**src/rtl/input_unit.sv**
```systemverilog
// Input-port flit FIFO plus wormhole packet tracker feeding route_compute and the switch allocator.
// Optional drop counter port enabled by defining INPUT_UNIT_DROP_CNT_EN.
module input_unit #(
  parameter int IP_SIZE   = 8,
  parameter int OP_SIZE   = 3,
  parameter int BUF_DEPTH = 4
) (
  input  logic                           clk,
  input  logic                           rst,
  input  logic [IP_SIZE-1:0]             in_flit,
  input  logic                           in_valid,
  output logic                           in_ready,
  output logic [IP_SIZE-1:0]             rc_flit,
  input  logic [OP_SIZE-1:0]             rc_op_port,
  output logic                           sa_req,
  output logic [OP_SIZE-1:0]             sa_port,
  input  logic                           sa_grant,
  output logic [IP_SIZE-1:0]             out_flit,
  output logic                           out_valid,
  output logic [$clog2(BUF_DEPTH):0]     fill
`ifdef INPUT_UNIT_DROP_CNT_EN
  ,
  output logic [7:0]                     drop_cnt
`endif
);

  localparam int PTR_W  = $clog2(BUF_DEPTH);
  localparam int FILL_W = PTR_W + 1;

  localparam logic [1:0] T_HEAD = 2'b00;
  localparam logic [1:0] T_TAIL = 2'b10;
  localparam logic [1:0] T_INV  = 2'b11;

  typedef enum logic {IDLE = 1'b0, ACTIVE = 1'b1} state_e;

  state_e                     state_q, state_d;
  logic                       head_pending_q, head_pending_d;
  logic [OP_SIZE-1:0]         route_q, route_d;
  logic [IP_SIZE-1:0]         mem_q [BUF_DEPTH];
  logic [IP_SIZE-1:0]         mem_d [BUF_DEPTH];
  logic [PTR_W-1:0]           wr_ptr_q, wr_ptr_d;
  logic [PTR_W-1:0]           rd_ptr_q, rd_ptr_d;
  logic [FILL_W-1:0]          fill_q, fill_d;
  logic [IP_SIZE-1:0]         out_flit_q, out_flit_d;
  logic                       out_valid_q, out_valid_d;
  logic [7:0]                 drop_cnt_q, drop_cnt_d;

  logic                       empty_s, full_s, push_s, pop_s, req_s, gpop_s, drop_s;
  logic [IP_SIZE-1:0]         front_s;
  logic [1:0]                 ftype_s;

  always_comb begin
    empty_s = (fill_q == {FILL_W{1'b0}});
    full_s  = (fill_q == FILL_W'(BUF_DEPTH));
    front_s = mem_q[rd_ptr_q];
    ftype_s = front_s[1:0];
    push_s  = in_valid && !full_s;
  end

  // Packet FSM: route capture, request generation, discard and pop decisions.
  always_comb begin
    state_d        = state_q;
    head_pending_d = head_pending_q;
    route_d        = route_q;
    req_s          = 1'b0;
    pop_s          = 1'b0;
    gpop_s         = 1'b0;
    drop_s         = 1'b0;
    case (state_q)
      IDLE: begin
        if (empty_s) begin
          state_d = IDLE;
        end else if (ftype_s == T_HEAD) begin
          route_d        = rc_op_port;
          state_d        = ACTIVE;
          head_pending_d = 1'b1;
        end else begin
          pop_s  = 1'b1;
          drop_s = 1'b1;
        end
      end
      ACTIVE: begin
        if (empty_s) begin
          state_d = ACTIVE;
        end else begin
          case (ftype_s)
            T_HEAD: begin
              if (head_pending_q) begin
                req_s = 1'b1;
              end else begin
                // A second head without a tail: abandon the packet, re-route next cycle.
                state_d = IDLE;
                drop_s  = 1'b1;
              end
            end
            T_INV: begin
              pop_s  = 1'b1;
              drop_s = 1'b1;
            end
            default: req_s = 1'b1;
          endcase
        end
        if (req_s && sa_grant) begin
          pop_s  = 1'b1;
          gpop_s = 1'b1;
          if (ftype_s == T_TAIL) begin
            state_d        = IDLE;
            head_pending_d = 1'b0;
          end else if (ftype_s == T_HEAD) begin
            head_pending_d = 1'b0;
          end else begin
            head_pending_d = head_pending_q;
          end
        end else begin
          gpop_s = 1'b0;
        end
      end
      default: state_d = IDLE;
    endcase
  end

  // FIFO storage, pointers and occupancy; a full buffer never accepts, even while popping.
  always_comb begin
    mem_d = mem_q;
    if (push_s) begin
      mem_d[wr_ptr_q] = in_flit;
      wr_ptr_d        = wr_ptr_q + PTR_W'(1);
    end else begin
      wr_ptr_d = wr_ptr_q;
    end
    if (pop_s) begin
      rd_ptr_d = rd_ptr_q + PTR_W'(1);
    end else begin
      rd_ptr_d = rd_ptr_q;
    end
    case ({push_s, pop_s})
      2'b10:   fill_d = fill_q + FILL_W'(1);
      2'b01:   fill_d = fill_q - FILL_W'(1);
      default: fill_d = fill_q;
    endcase
  end

  // Crossbar output register and saturating discard counter.
  always_comb begin
    out_valid_d = gpop_s;
    if (gpop_s) begin
      out_flit_d = front_s;
    end else begin
      out_flit_d = out_flit_q;
    end
    if (drop_s && (drop_cnt_q != 8'hFF)) begin
      drop_cnt_d = drop_cnt_q + 8'd1;
    end else begin
      drop_cnt_d = drop_cnt_q;
    end
  end

  // State registers with asynchronous reset.
  always_ff @(posedge clk or posedge rst) begin
    if (rst) begin
      state_q        <= IDLE;
      head_pending_q <= 1'b0;
      route_q        <= {OP_SIZE{1'b0}};
      for (int i = 0; i < BUF_DEPTH; i++) mem_q[i] <= {IP_SIZE{1'b0}};
      wr_ptr_q       <= {PTR_W{1'b0}};
      rd_ptr_q       <= {PTR_W{1'b0}};
      fill_q         <= {FILL_W{1'b0}};
      out_flit_q     <= {IP_SIZE{1'b0}};
      out_valid_q    <= 1'b0;
      drop_cnt_q     <= 8'd0;
    end else begin
      state_q        <= state_d;
      head_pending_q <= head_pending_d;
      route_q        <= route_d;
      mem_q          <= mem_d;
      wr_ptr_q       <= wr_ptr_d;
      rd_ptr_q       <= rd_ptr_d;
      fill_q         <= fill_d;
      out_flit_q     <= out_flit_d;
      out_valid_q    <= out_valid_d;
      drop_cnt_q     <= drop_cnt_d;
    end
  end

  assign in_ready  = !full_s;
  assign rc_flit   = empty_s ? {IP_SIZE{1'b0}} : front_s;
  assign sa_req    = req_s;
  assign sa_port   = route_q;
  assign out_flit  = out_flit_q;
  assign out_valid = out_valid_q;
  assign fill      = fill_q;
`ifdef INPUT_UNIT_DROP_CNT_EN
  assign drop_cnt  = drop_cnt_q;
`else
  logic unused_drop_s;
  assign unused_drop_s = ^drop_cnt_q;
`endif

endmodule

```
**config.mk**
```make
export PLATFORM = sky130hd
export DESIGN_NAME = input_unit
export DESIGN_NICKNAME = d
export VERILOG_FILES = /design/src/rtl/input_unit.sv
export SDC_FILE = /design/constraint.sdc
export NUM_CORES = 1
export LEC_CHECK = 0
export ABC_AREA = 0
export CORE_MARGIN = 8
export CORE_UTILIZATION = 57
export CTS_CLUSTER_SIZE = 16
export DETAILED_ROUTE_END_ITERATION = 8
export PLACE_DENSITY = 0.84
export SYNTH_ARGS = -nofsm -noshare
export SYNTH_HDL_FRONTEND = slang
export SYNTH_SLANG_ARGS = --single-unit
```
**constraint.sdc**
```tcl
create_clock -name clk -period 7.9 [get_ports clk]
set_clock_uncertainty 0.05 [all_clocks]
set_input_delay 1.58 -clock clk [delete_from_list [all_inputs] [get_ports clk]]
set_output_delay 1.58 -clock clk [all_outputs]
set_load 0.005 [all_outputs]
```
## Yosys cells after proc, flatten, opt, wreduce, memory -nomap -nowiden

Index checks and enable logic that the tools add are counted.

| storage, ports and cells | value |
|---|---|
| output and inout bits | 25 |
| bits of input ports | 15 |
| register bits after elaboration | 53 |

| cells by class | value |
|---|---|
| muxes and demuxes | 34 |
| eq/ne operators | 9 |
| reductions and logical operators | 9 |
| add/subtract/negate cells | 4 |
| bitwise operators | 4 |
| $lt $le $gt $ge | 3 |

Operator list:

| operator | count |
|---|---|
| 32-bit bitwise mux | 1 |
| 8-bit 2-to-1 mux | 4 |
| 1-bit 2-to-1 mux | 22 |
| 8-bit binary-select mux with 2-bit select | 1 |
| 8-bit demux with 2-bit select | 1 |
| 1-bit one-hot mux with 2 select lines | 4 |
| 2-bit equality test (second input constant) | 3 |
| 3-bit greater-or-equal comparator (second input constant) | 2 |
| 2-bit NOT with 3-bit output | 2 |
| 3-bit one-hot mux with 2 select lines | 1 |
| 2-bit by 1-bit adder with 2-bit output (second input constant) | 2 |
| 2-bit inequality test (second input constant) | 2 |
| 4-bit AND reduction | 1 |
| 3-bit by 1-bit adder with 3-bit output (second input constant) | 1 |
| 3-bit equality test (second input constant) | 1 |
| 1-bit logical AND | 3 |
| 3-bit zero test | 1 |
| 3-bit by 1-bit less-than comparator with 1-bit output (second input constant) | 1 |
| 3-bit by 1-bit inequality test with 1-bit output (second input constant) | 1 |
| 3-bit AND reduction | 1 |
| 3-bit by 1-bit subtractor with 3-bit output (second input constant) | 1 |
| 2-bit by 1-bit equality test with 1-bit output (second input constant) | 1 |
| 2-bit zero test | 1 |
| 2-bit by 1-bit inequality test with 1-bit output (second input constant) | 1 |
| other kinds (3) | 4 |

## Logic depth before layout (Yosys ltp)

| logic depth | value |
|---|---|
| depth after elaboration | 13 |
| depth in mapped cells | 11 |
| mapped depth without buffers | 10 |

## Worst setup path after synthesis

No wires, ideal clock.

| timing path | value |
|---|---|
| path type | input-to-reg |
| from | input sa_grant |
| to | register fill_q[2] (netlist: fill[2]) |
| slack | 4.698 ns |
| arrival time | 3.072 ns |
| cell stages on the path | 9 |
| setup time | 0.079 ns |
| buffers on the path | 0 |
| cell sequence | nor2b_1 a221oi_2 o21a_1 ha_1 inv_1 fa_1 xor2_1 nor2_1 xor2_1 |

| between the ends | value |
|---|---|
| cells in the longest elaborated chain, start to end | 5 |

RTL lines:

| element | line | source |
|---|---|---|
| from (decl) | 17 | `input logic sa_grant,` |
| 1-bit logical AND (*) | 103 | `if (req_s && sa_grant) begin` |
| 1-bit 2-to-1 mux (*) | 103 |  |
| 1-bit one-hot mux with 2 select lines (*) | 69 | `case (state_q)` |
| 2-bit by 1-bit equality test with 1-bit output / 2-bit equality test (equally long branches) | 136 | `case ({push_s, pop_s})` |
| 3-bit one-hot mux with 2 select lines / 2-bit nonzero test (equally long branches) | -- |  |
| to (signal assigned) | 167 | `fill_q <= {FILL_W{1'b0}};` |
| to (signal assigned) | 178 | `fill_q <= fill_d;` |
| to (decl) | 43 | `logic [FILL_W-1:0] fill_q, fill_d;` |

Mark *: on every way between the ends. The rest lies on a longest branch, timed or not.
A chain may end at the register's enable or synchronous reset.

## Worst setup path after layout

| timing path | value |
|---|---|
| from | register rd_ptr_q[1] |
| to | output sa_req |

| between the ends | value |
|---|---|
| cells in the longest elaborated chain, start to end | 9 |

RTL lines:

| element | line | source |
|---|---|---|
| from (decl) | 42 | `logic [PTR_W-1:0] rd_ptr_q, rd_ptr_d;` |
| from (signal assigned) | 166 | `rd_ptr_q <= {PTR_W{1'b0}};` |
| from (signal assigned) | 177 | `rd_ptr_q <= rd_ptr_d;` |
| 2-bit NOT with 3-bit output (implied by the code) (*) | 55 | `front_s = mem_q[rd_ptr_q];` |
| 8-bit binary-select mux with 2-bit select (*) | 55 |  |
| 8-bit 2-to-1 mux (implied by the code) (*) (2 in series) | 55 |  |
| 2-bit equality test / 2-bit zero test (equally long branches) | 86 | `case (ftype_s)` |
| 1-bit one-hot mux with 2 select lines (*) | 86 |  |
| 1-bit 2-to-1 mux (*) | 83 | `if (empty_s) begin` |
| 1-bit 2-to-1 mux (*) (2 in series) | 69 |  |
| to (decl) | 15 | `output logic sa_req,` |

Mark *: on every way between the ends. The rest lies on a longest branch, timed or not. The select of a mux whose other input is x is not followed.

==> impl_metrics.ini <==
[worst_setup_path]
critical_path_at_ns = 2.44
critical_path_peak_fanout = 16
regToRegSetupSlack_ns = 4.72
critPathKind = reg2out
startpoint_type = register
worstPathRequired_ns = 6.27
worst_setup_path_end_kind = output pin

[logic_synthesis]
synth-seq-area-share_pct = 52.61
synth_area_um2 = 2521
postSynth.topFlopCell = sky130_fd_sc_hd__dfrtp_1
syn-instance-count = 183
synth-warning-count = 0
synth.ff_latch_count = 53
synth-async-reset-ratio_pct = 100.0
synth_cell_type_count = 30
synth-edff-count = 0
avgSynthCellArea_um2 = 13.78
synthesis.nets = 204

[floorplan]
design.die.area_um2 = 6807
design.core.area_um2 = 4294
fp.dieW_um = 82.51
start_util_pct = 58.71
num_rows = 24
top_level_ports = 40
die_h_um = 82.51

[job]
cap_violations = 0

[global_route]
number_of_antenna_violations_at_the_first_check_in_global_routing = 0
grt_max_degree = 54
remaining_global_route_overflow = 0
track_usage_pct = 16.61
grt_pass1_vias = 1725
grt_pass1_wl_um = 8445

[power]
pwr_density_cell_nw_per_um2 = 481.4
maximum_resistive_drop_on_vdd_mv = 0.2189
cellLeakagePower_nw = 1.296

[clocking]
post_cts.resized_instances = 0
tritoncts.num_buffers = 5
cts_root_buffer = sky130_fd_sc_hd__clkbuf_8
clk_pin_slew_ns = 0.09
clock_insertion_delay_worst_skew_ns = 0.31
cts_tree = built
h-tree-depth = 2
clock_tree.buffer_depth = 2
postCtsHoldBufs = 0
numClockSinks = 53
cts_setup_buffers = 0

[timing]
maxSlewViolCount = 0
worstMarginPinSlew_ns = 1.072
max_freq_ghz = 0.2455
setup_violations = 0
hold_viol = 0
finalWorstPathRequiredPeriod_ns = 4.073
max-slew-margin-rel_pct = 28.42
unrepaired_setup_endpoints_after_global_routing = no
final.hold.worst_slack_ns = 0.4582
totalNegativeSetupSlack_ns = 0
period_share_pct = 51.56

[min_path]
min-delay-path-class = reg2reg

[detailed_routing]
vias_per_cell = 5.805
routed-via-count = 1608
detail_route.wirelength_um = 5292
route.detailed.drc = 0
route.antenna.remaining_nets = 0
wire_per_inst_um = 19.10
initialDrtViolationCount = 75
first_pass_iters = 4

[layout]
num-nets-final = 245
flow.area_growth_from_synthesis_pct = 21.19
num_antenna_cells = 0
layout.cell_area.non_filler_um2 = 3055
post_route_cells_drive_above_1_share_pct = 28.89

[outcome]
result_of_the_run = completed

[placed_design]
number_of_i_o_port_buffers = 39
dpl.hpwl_um = 3873
place_area_um2 = 2954
gpl.final_weighted_congestion = 0.7984
path summary, 6_finish.rpt:
kind                       depth (start not counted)                     from                 endpoint
max                                                5  rd_ptr_q[1]$_DFFE_PP0N_                   sa_req
min                                                1     mem_q[7]$_DFFE_PP0P_     mem_q[7]$_DFFE_PP0P_
max reg2reg                                        9  rd_ptr_q[1]$_DFFE_PP0N_      fill[2]$_DFFE_PP0P_
min reg2reg                                        1     mem_q[7]$_DFFE_PP0P_     mem_q[7]$_DFFE_PP0P_
max in group asynchronous                          2                      rst    mem_q[20]$_DFFE_PP0P_
min in group asynchronous                          2                      rst  out_flit[1]$_DFFE_PP0P_
kinds of logic (layout without fill, tap and decap cells):
logic type,after synthesis,after routing,share of synthesized area (%)
XOR/XNOR,5,5,1.737
adder cells (fa/ha/maj),6,6,3.275
AO/OA/AOI/OAI,13,13,4.020
multiplexers,54,54,28.04
flip-flops,53,53,52.61
AND/OR/NAND/NOR,39,39,8.239
buffers and inverters,13,55,2.084
cells in the mapped netlist (5+ instances only):
library cell | number | share of area (%)
sky130_fd_sc_hd__dfrtp_1 | 53 | 53
sky130_fd_sc_hd__and2_1 | 9 | 2.2
sky130_fd_sc_hd__inv_1 | 8 | 1.2
sky130_fd_sc_hd__nand2_1 | 15 | 2.2
sky130_fd_sc_hd__ha_1 | 5 | 2.5
sky130_fd_sc_hd__mux4_2 | 9 | 8.0
sky130_fd_sc_hd__mux2_2 | 43 | 19
where the power goes:
| part | switching, mW | total [mW] | internal, mW |
|---|---|---|---|
| registers | 0.126 | 0.540 | 0.415 |
| logic | 0.293 | 0.763 | 0.470 |
| clock network | 0.0877 | 0.167 | 0.0793 |
cell type report:
type                       instances  area, µm²
clock buffer                       7      96.34
fill                             279       1239
clock inverter                     1      5.005
inverter                           8      30.03
tap                               52      65.06
multi-input combinational        117       1142
sequential                        53       1326
timing repair buffer              39      390.4
metrics by stage:
step	power [mW]	std cells	util [%]	setup WS, ns
final	1.471	277	71.15	3.827
after global routing	1.569	277	71.15	3.687
after CTS	1.483	277	71.15	3.812
after detailed placement	1.313	269	68.79	3.944
after global placement	1.254	269	68.79	4.106
after floorplan	0.9983	183	-	4.698
routing by layer:
layer	routed length, µm	GRT usage [%]	vias to the layer above	part of all wire [%]
met2	2802	29.99	42	53
met1	2150	18.23	828	41
li1	-	-	732	-
met5	0	0	-	0
met4	64	5.862	0	1.2
met3	275	4.654	6	5.2
cell usage in the layout, fill, tap and decap left out, types with 5 or more instances in the layout:
cell type and instances:
sky130_fd_sc_hd__mux2_2 43, sky130_fd_sc_hd__clkdlybuf4s50_1 39, sky130_fd_sc_hd__ha_1 5, sky130_fd_sc_hd__inv_1 7, sky130_fd_sc_hd__dfrtp_1 53, sky130_fd_sc_hd__and2_1 9
sky130_fd_sc_hd__clkbuf_8 7, sky130_fd_sc_hd__nand2_1 15, sky130_fd_sc_hd__mux4_2 9
sequential cells by signal, summed over array words and instances, names as in the netlist:
register        cells
mem_q              32
out_flit            8
fill                3
sa_port             3
rd_ptr_q            2
wr_ptr_q            2
head_pending_q      1
out_valid           1
state_q             1
worst max-delay path, stage by stage, from the launching register on:
cell,delay [ns]
sky130_fd_sc_hd__dfrtp_1,0.77
sky130_fd_sc_hd__nor3_1,0.14
sky130_fd_sc_hd__o21a_1,0.22
sky130_fd_sc_hd__a21oi_1,0.26
sky130_fd_sc_hd__o2111a_1,0.23
sky130_fd_sc_hd__clkdlybuf4s50_1,0.50
Power figures use the tool's default switching activity.
